<file path="src/rtl/event_encoder.sv">
`default_nettype none
// ============================================================================
// Module   : event_encoder
// Purpose  : Front end of the recorder's 16-bit input-event bus. Synchronizes
//            and debounces the four push-buttons, samples the slide switches,
//            and runs the transport state machine. Each accepted press becomes
//            a single-cycle event word {code[3:0], speed[1:0], param[3:0],
//            inter, 5'b0}.
// Ports    : i_clk    - system clock (50 MHz)
//            i_rst    - asynchronous active-low reset
//            i_key_n  - raw push-buttons, active-low
//                       (0 RECORD, 1 PLAY/PAUSE, 2 STOP, 3 SET_SPEED)
//            i_sw     - raw slide switches ([3:0] param, [5:4] speed, [6] inter)
//            i_stop   - one-cycle end-of-playback/record pulse, forces IDLE
//            o_event  - registered event word, zero when no event
//            o_state  - registered transport state
//                       (00 IDLE, 01 RECORDING, 10 PLAYING, 11 PAUSED)
// Options  : KEY_DEBOUNCE_EN - when defined, each key uses a counter-based
//            debouncer of DEBOUNCE_CYCLES; otherwise the synchronized level is
//            registered once.
// Revision : 1.0 - initial release
// ============================================================================
module event_encoder #(
    parameter int DEBOUNCE_CYCLES = 500000
) (
    input  logic        i_clk,
    input  logic        i_rst,
    input  logic [3:0]  i_key_n,
    input  logic [6:0]  i_sw,
    input  logic        i_stop,
    output logic [15:0] o_event,
    output logic [1:0]  o_state
);

    typedef enum logic [1:0] {
        S_IDLE  = 2'b00,
        S_REC   = 2'b01,
        S_PLAY  = 2'b10,
        S_PAUSE = 2'b11
    } state_t;

    localparam int         C_KEY_RECORD = 0;
    localparam int         C_KEY_PLAY   = 1;
    localparam int         C_KEY_STOP   = 2;
    localparam int         C_KEY_SPEED  = 3;

    localparam logic [3:0] C_CODE_NONE   = 4'd0;
    localparam logic [3:0] C_CODE_RECORD = 4'd1;
    localparam logic [3:0] C_CODE_PLAY   = 4'd2;
    localparam logic [3:0] C_CODE_PAUSE  = 4'd3;
    localparam logic [3:0] C_CODE_STOP   = 4'd4;
    localparam logic [3:0] C_CODE_SPEED  = 4'd5;

    if (DEBOUNCE_CYCLES < 1) begin : g_cfg_check
        $error("event_encoder: DEBOUNCE_CYCLES must be at least 1");
    end

    // ------------------------------------------------------------------
    // Two-flop synchronizers. Keys reset to released (1).
    // r_sync_vld marks when r_key_s2 carries a real input sample rather
    // than the reset value, so the arming logic below is not fooled.
    // ------------------------------------------------------------------
    logic [3:0] r_key_s1, r_key_s2;
    logic [6:0] r_sw_s1,  r_sw_s2;
    logic [1:0] r_sync_vld;

    always_ff @(posedge i_clk or negedge i_rst) begin
        if (!i_rst) begin
            r_key_s1   <= '1;
            r_key_s2   <= '1;
            r_sw_s1    <= '0;
            r_sw_s2    <= '0;
            r_sync_vld <= '0;
        end else begin
            r_key_s1   <= i_key_n;
            r_key_s2   <= r_key_s1;
            r_sw_s1    <= i_sw;
            r_sw_s2    <= r_sw_s1;
            r_sync_vld <= {r_sync_vld[0], 1'b1};
        end
    end

    // ------------------------------------------------------------------
    // Per-key debounced level
    // ------------------------------------------------------------------
    logic [3:0] w_deb;

    for (genvar k = 0; k < 4; k++) begin : g_key
`ifdef KEY_DEBOUNCE_EN
        localparam int               CNT_W      = $clog2(DEBOUNCE_CYCLES + 1);
        localparam logic [CNT_W-1:0] C_CNT_LAST = CNT_W'(DEBOUNCE_CYCLES - 1);

        logic [CNT_W-1:0] r_cnt;
        logic             r_lvl;

        // The counter holds the number of consecutive mismatching samples
        // already seen; the level flips on the DEBOUNCE_CYCLES-th one.
        always_ff @(posedge i_clk or negedge i_rst) begin
            if (!i_rst) begin
                r_cnt <= '0;
                r_lvl <= 1'b1;
            end else if (r_key_s2[k] != r_lvl) begin
                if (r_cnt == C_CNT_LAST) begin
                    r_lvl <= r_key_s2[k];
                    r_cnt <= '0;
                end else begin
                    r_cnt <= r_cnt + CNT_W'(1);
                end
            end else begin
                r_cnt <= '0;
            end
        end
`else
        logic r_lvl;

        always_ff @(posedge i_clk or negedge i_rst) begin
            if (!i_rst) begin
                r_lvl <= 1'b1;
            end else begin
                r_lvl <= r_key_s2[k];
            end
        end
`endif
        assign w_deb[k] = r_lvl;
    end

    // ------------------------------------------------------------------
    // Press detection. A key is armed only after it has been seen released
    // following reset, so a key held through reset never yields a press.
    // ------------------------------------------------------------------
    logic [3:0] r_deb_q;
    logic [3:0] r_armed;
    logic [3:0] w_press;

    always_ff @(posedge i_clk or negedge i_rst) begin
        if (!i_rst) begin
            r_deb_q <= '1;
            r_armed <= '0;
        end else begin
            r_deb_q <= w_deb;
            if (r_sync_vld[1]) begin
                r_armed <= r_armed | r_key_s2;
            end
        end
    end

    assign w_press = r_deb_q & ~w_deb & r_armed;

    // ------------------------------------------------------------------
    // Transport state machine
    // ------------------------------------------------------------------
    state_t      r_state, w_state_nxt;
    logic [15:0] r_event, w_event_nxt;
    logic [3:0]  w_code;

    always_ff @(posedge i_clk or negedge i_rst) begin
        if (!i_rst) begin
            r_state <= S_IDLE;
            r_event <= '0;
        end else begin
            r_state <= w_state_nxt;
            r_event <= w_event_nxt;
        end
    end

    // Priority: i_stop, then STOP > RECORD > PLAY/PAUSE > SET_SPEED, where
    // only presses legal in the current state compete. Losers are dropped.
    always_comb begin
        w_state_nxt = r_state;
        w_code      = C_CODE_NONE;
        if (i_stop) begin
            w_state_nxt = S_IDLE;
        end else if (w_press[C_KEY_STOP] && (r_state != S_IDLE)) begin
            w_state_nxt = S_IDLE;
            w_code      = C_CODE_STOP;
        end else if (w_press[C_KEY_RECORD] && (r_state == S_IDLE)) begin
            w_state_nxt = S_REC;
            w_code      = C_CODE_RECORD;
        end else if (w_press[C_KEY_PLAY] && (r_state != S_REC)) begin
            if (r_state == S_PLAY) begin
                w_state_nxt = S_PAUSE;
                w_code      = C_CODE_PAUSE;
            end else begin
                w_state_nxt = S_PLAY;
                w_code      = C_CODE_PLAY;
            end
        end else if (w_press[C_KEY_SPEED]) begin
            w_code = C_CODE_SPEED;
        end

        w_event_nxt = '0;
        if (w_code != C_CODE_NONE) begin
            w_event_nxt = {w_code, r_sw_s2[5:4], r_sw_s2[3:0], r_sw_s2[6], 5'b0};
        end
    end

    assign o_event = r_event;
    assign o_state = r_state;

endmodule
`default_nettype wire

</file>
<file path="config.mk">
export PLATFORM = sky130hd
export DESIGN_NAME = event_encoder
export DESIGN_NICKNAME = d
export VERILOG_FILES = /design/src/rtl/event_encoder.sv
export SDC_FILE = /design/constraint.sdc
export NUM_CORES = 1
export LEC_CHECK = 0
export BUFFER_PORTS_ARGS = -buffer_cell sky130_fd_sc_hd__buf_2
export CAP_MARGIN = 20
export CELL_PAD_IN_SITES_DETAIL_PLACEMENT = 0
export CELL_PAD_IN_SITES_GLOBAL_PLACEMENT = 2
export CORE_AREA = 3 3 69 71
export CTS_BUF_LIST = sky130_fd_sc_hd__clkbuf_16
export CTS_CLUSTER_DIAMETER = 120
export DETAILED_ROUTE_END_ITERATION = 6
export DIE_AREA = 0 0 72 74
export GPL_ROUTABILITY_DRIVEN = 0
export PLACE_DENSITY_LB_ADDON = 0.1
export SYNTH_ARGS = -nofsm -noshare
export SYNTH_HDL_FRONTEND = slang
export SYNTH_SLANG_ARGS = --single-unit
</file>
<file path="constraint.sdc">
create_clock -name i_clk -period 1.5 [get_ports i_clk]
set_input_delay 0.15 -clock i_clk [delete_from_list [all_inputs] [get_ports i_clk]]
set_output_delay 0.15 -clock i_clk [all_outputs]
set_load 0.05 [all_outputs]
</file>
==> flow_summary.yaml, run 1 <==
routing:
  drtIter0Drc: 5
  dr.pass1.iters: 4
  post_drt_via_cell_ratio: 4.15
  vias: 780
  wirelength_um: 2040
  route.met3.wl_um: 161
  antenna_left: 0
  wirelength_met1_um: 845
  wl_met2_um: 991
  route.detailed.drc: 0
  highest_layer: "met4"
  wire_per_inst_um: 10.8
sta:
  rsz0062_at_grt: "false"
  final.setup.worst_slack_ns: 0.0981
  finalHoldViolCount: 0
  skew_ns: 0.00470
  setup_viol: 0
  min_period_ns: 1.40
  min_period_over_period_pct: 93.5
  max_freq_ghz: 0.713
  tns_ns: 0
  slew_viol_final: 0
worst_setup_path:
  crit_arrival_ns: 1.62
  start_kind: "register"
  r2r_slack_ns: 0.1
  end_kind: "register"
  worst-r2r-cell-count: 4
  cp.required_ns: 1.72
  regToRegEndpoint: "o_event[5]"
  path_class: "register to register"
  r2r-start: "r_deb_q[3]"
  worst-path-max-fanout: 7
pwr:
  p_sw_share_pct: 22.1
  p_comb_share_pct: 9.4
  p_clk_share_pct: 41.7
  switching_power_mw: 0.633
  power.share.sequential_pct: 48.9
  power_leakage_nw: 0.909
  power.density_nw_per_um2: 1450
  power.internal_mw: 2.24
  ir_drop_v: 0.000695
grt:
  grt-ovfl-total: 0
  grt_pass1_vias: 700
  grt_usage_pct: 8.84
  grt_first_pass_wirelength_um: 3380
  grt_max_degree: 32
  antenna_found_initial: 0
logic_synthesis:
  synth_fa_ha_area_share_pct: 0
  ys.warnings.count: 0
  synth_top_family_by_area: "simple AND/OR/NAND/NOR gates"
  synth_top_flop_cell: "dfrtp_1"
  synth_common_cells: "dfrtp_1 (32), dfstp_2 (16), and2_1 (7), buf_4 (6), nand2_1 (6)"
  async_flop_share_pct: 100
  synthSimpleGateAreaFrac_pct: 9.67
  ys_seq_elements: 48
  synth.most_common_cell: "dfrtp_1"
  synth_edf_count: 0
  synthCells: 90
  yosysTopAreaCell: "dfrtp_1"
  synth_xor_area_share_pct: 0
  ys_seq_area_share_pct: 81.4
  synth_compound_area_share_pct: 5.42
  syn_area_per_cell_um2: 16.7
  yosys.area.top_type_share_pct: 53.4
  muxShareOfSynthArea_pct: 0
  yosysUniqueCellTypes: 19
  synth_area_um2: 1500
  yosys-top-cells-area: "dfrtp_1 (53%), dfstp_2 (28%), buf_4 (3.0%)"
hold_path:
  hp-class: "input pin to register"
  min_from: "i_stop"
  holdPathStages: 2
  min_to: "o_event[14]"
floorplanning:
  start_util_pct: 34.9
  die_area_um2: 5330
  ios: 32
  die_h_um: 74
  coreArea_um2: 4290
  rows: 24
  fp.dieW_um: 72
final_layout:
  areaGrowthSynthToFinish_pct: 31.8
  seq_area_um2: 1220
  antenna_cells: 0
  utilization_pct: 46.0
  num-fill-cells: 397
  multi_input_area_um2: 253
  drive_above_1_share_pct: 40.4
  fin_nets: 149
cts:
  cts_sinks: 48
  numCtsBuffers: 5
  clk_pin_slew_ns: 0.06
  cts_root_buffer: "clkbuf_16"
  clock_path_buffers: 2
  ctsResizeCount: 0
  tritoncts: "done"
  clock_latency_ns: 0.28
  ctsHtreeMaxLevel: 2
run:
  drv_cap: 0
placement:
  io_buffers: 25
  preCtsSetupSlack_ns: 0.0540
  dp_hpwl_um: 1380
status:
  status: "completed"
layer usage:
metal | global-route usage (%) | up-vias
li1 | - | 370
met1 | 10.8 | 376
met2 | 12.3 | 28
met3 | 4.59 | 6
met4 | 5.64 | 0
met5 | 0 | -
registers in the layout (all words and copies together), names as in the netlist:
register / flops
g_key.r_lvl: 4
o_event: 10
o_state: 2
r_armed: 4
r_deb_q: 4
r_key_s1: 4
r_key_s2: 4
r_sw_s1: 7
r_sw_s2: 7
r_sync_vld: 2
through the flow:
stage	cells	power, mW	instance area, um^2	hold WS [ns]
6_report	188	2.87	1980	0.0889
3_5_place_dp	168	1.68	1690	0.106
2_1_floorplan	95	1.60	1520	-0.146
4_1_cts	188	2.92	1980	0.0766
3_3_place_gp	168	1.67	1690	0.100
5_1_grt	188	2.99	1980	0.0911
worst max-delay path, stage by stage (launching register included):
cell	delay, ns
dfstp_2	0.51
nand2_1	0.05
or2_2	0.30
a41oi_4	0.31
and2_1	0.17
layout make-up:
cell class	instances	share of cell area, %
Sequential cell	48	61.9
Clock inverter	3	1.90
Tap cell	52	3.29
Multi-Input combinational cell	41	12.8
Timing Repair Buffer	39	13.8
Clock buffer	5	6.33
logic make-up after synthesis:
| kind of cell | count (synthesis) |
|---|---|
| and+or+nand+nor | 25 |
| AOI/OAI and AO/OA | 9 |
| buffers and inverters | 6 |
| DFF | 48 |
| other | 2 |
timing repair:
item                                    4_1_cts  5_1_grt
endpoints found under the setup margin        0        7
hold endpoints to repair                     27        0
hold buffers                                 12        0
buffers inserted                              0        0
power groups by stage:
| stage | combinational, mW | clock [mW] | sequential (mW) |
|---|---|---|---|
| after floorplan | 0.0949 | 0 | 1.50 |
| after global placement | 0.250 | 0 | 1.42 |
| after detailed placement | 0.252 | 0 | 1.43 |
| after CTS | 0.276 | 1.24 | 1.40 |
| after global routing | 0.292 | 1.29 | 1.41 |
| final | 0.271 | 1.19 | 1.40 |
cell usage in the layout (no fill, tap or decap), drive strengths merged, types with 2 or more instances in the layout:
cell         Yosys  layout
dlygate4sd3      0      12
clkbuf           0       5
conb             2       7
a31oi            3       3
dfrtp           32      32
and2             7       7
nand2            6       6
buf              6      27
a21o             4       4
or2              2       2
clkinv           0       2
nor2             3       3
dfstp           16      16
worst max-delay path by stage:
stage / startpoint / to / slack (ns) / cells past startpoint
final: r_deb_q[3] / o_event[5] / 0.1 / 4
after global routing: r_deb_q[3] / o_event[10] / 0.004 / 4
after global placement: r_deb_q[2] / o_event[7] / 0.09 / 4
after floorplan: o_state[1] / o_event[10] / 0.04 / 4
after detailed placement: r_deb_q[2] / o_event[5] / 0.05 / 4
after CTS: r_deb_q[2] / o_event[5] / 0.05 / 4
No activity file was read; power rests on OpenSTA's default activity.
==> run 2, diff against run 1 <==
- BUFFER_PORTS_ARGS: -buffer_cell sky130_fd_sc_hd__buf_2 -> unset
- CORE_AREA: 3 3 69 71 -> 3 3 67 69
- DIE_AREA: 0 0 72 74 -> 0 0 70 72
- DONT_BUFFER_PORTS: unset -> 1
==> flow_summary.yaml, run 2 (synthesized netlist as in run 1, its figures left out) <==
grt:
  grt_usage_pct: 9.27
  grt_max_degree: 49
  antenna_found_initial: 0
  grt_first_pass_wirelength_um: 3440
  grtUsageMet1_pct: 11.2
  grt_use_met3_pct: 3.88
  use_met2_pct: 12.9
  grt-ovfl-total: 0
  grt_most_used_layer: "met2"
  grt_pass1_vias: 712
worst_setup_path:
  cp.required_ns: 1.67
  path_class: "register to register"
  slowest_delay_ns: 0.53
  worst-path-max-fanout: 7
  crit_arrival_ns: 1.57
  start_kind: "register"
  crit_path_start: "g_key[1].r_lvl"
  path_cells: "and3b_1 -> nand2_1 -> a41oi_4 -> and2_1"
  end_kind: "register"
  cp_slowest_cell: "dfstp_2"
  endpoint: "o_event[7]"
  regToRegEndpoint: "o_event[7]"
  r2r_slack_ns: 0.10
  worst-r2r-cell-count: 4
  r2r-start: "g_key[1].r_lvl"
floorplanning:
  die_area_um2: 5040
  ios: 32
  coreArea_um2: 3970
  die_h_um: 72
  start_util_pct: 37.8
  fp.dieW_um: 70
  rows: 23
routing:
  dr.pass1.iters: 2
  vias: 692
  wirelength_um: 2010
  post_drt_via_cell_ratio: 4.22
  route.detailed.drc: 0
  antenna_left: 0
  drtIter0Drc: 35
  wire_per_inst_um: 12.3
pwr:
  power_leakage_nw: 0.807
  power.density_nw_per_um2: 1450
  p_total_mw: 2.70
  ir_drop_v: 0.000672
placement:
  dp_hpwl_um: 1260
  io_buffers: 0
  preCtsSetupSlack_ns: 0.0620
cts:
  clk_pin_slew_ns: 0.06
  postCtsSetupBuffers: 0
  clock_latency_ns: 0.28
  ctsHtreeMaxLevel: 2
  ctsResizeCount: 0
  clock_path_buffers: 2
  tritoncts: "done"
  numCtsBuffers: 5
  cts_root_buffer: "clkbuf_16"
  cts_sinks: 48
status:
  status: "completed"
sta:
  skew_ns: 0.00175
  min_period_ns: 1.40
  tns_ns: 0
  min_period_over_period_pct: 93.1
  slew_viol_final: 0
  finalHoldViolCount: 0
  rsz0062_at_grt: "false"
  max_freq_ghz: 0.716
  final.setup.worst_slack_ns: 0.103
  setup_viol: 0
run:
  drv_cap: 0
final_layout:
  areaGrowthSynthToFinish_pct: 24.1
  num-fill-cells: 374
  fin_nets: 127
  antenna_cells: 0
  final_cell_mix: "dfrtp_1 (30), dfstp_2 (16), dlygate4sd3_1 (13)"
  largest_reg_flops: 10
  drive_above_1_share_pct: 28.9
  final_common_cell: "dfrtp_1"
  multi_input_area_um2: 253
  seq_area_um2: 1220
hold_path:
  hp-class: "input pin to register"
## run 2: cell count changes in the layout (fill, tap and decap cells not counted)
cell	change
bufinv_16	-1
buf_16	+1
dlygate4sd3_1	+1
clkinv_2	+1
inv_6	+1
clkinv_1	-1
buf_2	-25
buf_12	-1
buf_4	+2
## run 2: worst min path at each step
stage,from,to,slack (ns),cells past startpoint
4_1_cts,i_stop,o_event[10],0.08,2
5_1_grt,i_stop,o_event[10],0.08,2
3_5_place_dp,i_rst,o_event[10],-0.14,0
2_1_floorplan,i_rst,o_event[10],-0.15,0
6_report,i_stop,o_event[10],0.08,2
3_3_place_gp,i_rst,o_event[10],-0.14,0
## run 2: worst max-delay path, delay by kind of cell, from the launching register on
kind             cells  cell delay [ns]
AO/OA/AOI/OAI        1             0.19
AND/OR/NAND/NOR      3             0.58
flip-flops           1             0.53
## run 2: power by group
part	switching, mW	internal (mW)	leakage (nW)	total [mW]
Clock	0.436	0.614	0.0716	1.05
Sequential	0.0916	1.38	0.548	1.47
Combinational	0.114	0.0664	0.187	0.180
Total	0.641	2.06	0.807	2.70
## run 2: routing by layer
layer	vias up	routed length, um	part of all wire [%]
li1	329	-	-
met1	339	857	43
met2	20	996	50
met3	4	110	5.5
met4	0	49	2.4
met5	-	0	0
## run 2: final cells by class
type	count	share of cell area, %
flip-flops and latches	48	65.7
multi-input cells	41	13.6
repair buffers	17	9.68
clock buffers	5	6.72
well taps	50	3.36
clock inverters	3	0.941
## run 2: what timing repair did
item                                   4_1_cts  5_1_grt
hold buffers                                14        0
endpoints found under the hold margin       60        0
setup endpoints to repair                    0        7
## run 2: through the flow
step | instances | util (%) | cell area [um^2] | hold WS [ns]
after floorplan | 95 | - | 1520 | -0.146
after global placement | 142 | 39.3 | 1560 | -0.145
after detailed placement | 142 | 39.3 | 1560 | -0.144
after CTS | 164 | 46.9 | 1860 | 0.0758
after global routing | 164 | 46.9 | 1860 | 0.0783
final | 164 | 46.9 | 1860 | 0.0842
==> run 3, diff against run 2 <==
- ABC_AREA: unset -> 1
- CORE_AREA: 3 3 67 69 -> 3 3 69 71
- DIE_AREA: 0 0 70 72 -> 0 0 72 74
- PLACE_DENSITY: unset -> 0.7
- PLACE_DENSITY_LB_ADDON: 0.1 -> unset
==> flow_summary.yaml, run 3 <==
status:
  status: "completed"
floorplanning:
  die_h_um: 74
  coreArea_um2: 4290
  die_area_um2: 5330
  start_util_pct: 37.3
  ios: 32
  rows: 24
  fp.dieW_um: 72
cts:
  tritoncts: "done"
  clock_latency_ns: 0.28
  cts_sinks: 48
  cts_root_buffer: "clkbuf_16"
  holdBufCountCts: 13
  clock_path_buffers: 2
  ctsResizeCount: 0
  ctsHtreeMaxLevel: 2
  clk_pin_slew_ns: 0.06
  numCtsBuffers: 5
  postCtsSetupBuffers: 0
logic_synthesis:
  yosys.area.top_type_share_pct: 50.0
  syn_area_per_cell_um2: 13.8
  synth_top_flop_cell: "dfrtp_1"
  muxShareOfSynthArea_pct: 0
  synthCells: 116
  ys_seq_elements: 48
  synth_common_cells: "dfrtp_1 (32), inv_1 (19), dfstp_2 (16), nand2_1 (15), buf_4 (6)"
  synth_area_um2: 1600
  synth_compound_area_share_pct: 2.03
  ys.warnings.count: 0
  synthSimpleGateAreaFrac_pct: 13.0
  synth_top_family_by_area: "simple AND/OR/NAND/NOR gates"
  synth_xor_area_share_pct: 0
  yosysTopAreaCell: "dfrtp_1"
  synth_fa_ha_area_share_pct: 0
  ys_seq_area_share_pct: 76.3
  yosysUniqueCellTypes: 22
  synth.most_common_cell: "dfrtp_1"
  synth_edf_count: 0
  async_flop_share_pct: 100
  yosys-top-cells-area: "dfrtp_1 (50%), dfstp_2 (26%), inv_1 (4.5%)"
final_layout:
  fin_nets: 151
  drive_above_1_share_pct: 29.0
  num-fill-cells: 420
  antenna_cells: 0
  largest_reg_flops: 10
  areaGrowthSynthToFinish_pct: 21.3
  final_cell_mix: "dfrtp_1 (32), inv_1 (20), dfstp_2 (16)"
  final_common_cell: "dfrtp_1"
grt:
  grt_pass1_vias: 828
  grt-ovfl-total: 0
  grt_first_pass_wirelength_um: 3550
  grt_max_degree: 49
  grt_usage_pct: 9.00
  antenna_found_initial: 0
pwr:
  ir_drop_v: 0.000626
  p_total_mw: 2.75
  power_leakage_nw: 0.984
  power.density_nw_per_um2: 1410
routing:
  route.detailed.drc: 0
  antenna_left: 0
  vias: 790
  drtIter0Drc: 61
  dr.pass1.iters: 4
  post_drt_via_cell_ratio: 4.16
  wire_per_inst_um: 11.0
  wirelength_um: 2090
sta:
  setup_viol: 0
  rsz0062_at_grt: "false"
  skew_ns: 0.00410
  slew_viol_final: 0
  holdWs_ns: 0.137
  max_freq_ghz: 0.767
  final.setup.worst_slack_ns: 0.197
  min_period_ns: 1.30
  tns_ns: 0
  min_period_over_period_pct: 86.9
  finalHoldViolCount: 0
worst_setup_path:
  r2r-start: "r_deb_q[1]"
  cp.required_ns: 1.67
  r2r_slack_ns: 0.20
  end_kind: "register"
  path_class: "register to register"
  worst-path-max-fanout: 7
  crit_arrival_ns: 1.48
  start_kind: "register"
  regToRegEndpoint: "o_event[8]"
  worst-r2r-cell-count: 9
placement:
  preCtsSetupSlack_ns: 0.197
  dp_hpwl_um: 1390
  io_buffers: 0
hold_path:
  min_to: "o_event[14]"
  hp-class: "input pin to register"
  holdPathStages: 3
  min_from: "i_stop"
run:
  drv_cap: 0
[run 3: report_power, final]
part | total, mW | internal [mW] | switching (mW)
combinational | 0.222 | 0.0713 | 0.150
clock | 1.02 | 0.604 | 0.419
sequential | 1.50 | 1.38 | 0.119
total | 2.75 | 2.06 | 0.688
[run 3: logic make-up after synthesis]
logic type	count (synthesis)
compound gates	5
buf+inv	29
flops	48
other cells	2
simple gates	32
[run 3: worst max-delay path by stage]
stage | from | to | slack [ns]
finish | r_deb_q[1] | o_event[8] | 0.20
global route | o_state[1] | o_event[11] | 0.06
CTS | r_deb_q[1] | o_event[5] | 0.19
detailed placement | r_deb_q[1] | o_event[5] | 0.20
global placement | r_deb_q[1] | o_event[10] | 0.21
floorplan | o_state[1] | o_event[10] | 0.04
[run 3: layer usage]
metal / vias up / routed length, um / GRT usage (%) / share of wire (%)
li1: 371 / - / - / -
met3: 7 / 98 / 2.84 / 4.7
met2: 19 / 1100 / 15.0 / 53
met5: - / 0 / 0 / 0
met4: 0 / 49 / 5.64 / 2.3
met1: 393 / 839 / 10.1 / 40
[run 3: critical path, stage by stage (launching register included)]
cell and delay [ns]:
dfstp_2 0.51, nand2_1 0.04, inv_1 0.08, nand3_2 0.11, nand2_1 0.09, nand3_2 0.08
nand2_4 0.08, nand3_4 0.10, nand2_1 0.08, inv_1 0.03
[run 3: layout make-up]
| type | count | area (um^2) | share of cell area, % |
|---|---|---|---|
| Multi-Input combinational cell | 44 | 268 | 13.8 |
| Sequential cell | 48 | 1220 | 62.8 |
| Inverter | 23 | 86.3 | 4.44 |
| Timing Repair Buffer | 15 | 163 | 8.37 |
| Clock buffer | 5 | 125 | 6.44 |
| Tap cell | 52 | 65.1 | 3.35 |
| Clock inverter | 3 | 15.0 | 0.773 |
[run 3: metrics by stage]
step                std cells  util, %  area (um^2)
global route              190     45.3         1940
floorplan                 121        -         1620
global placement          169     38.5         1660
finish                    190     45.3         1940
CTS                       190     45.3         1940
detailed placement        169     38.5         1660
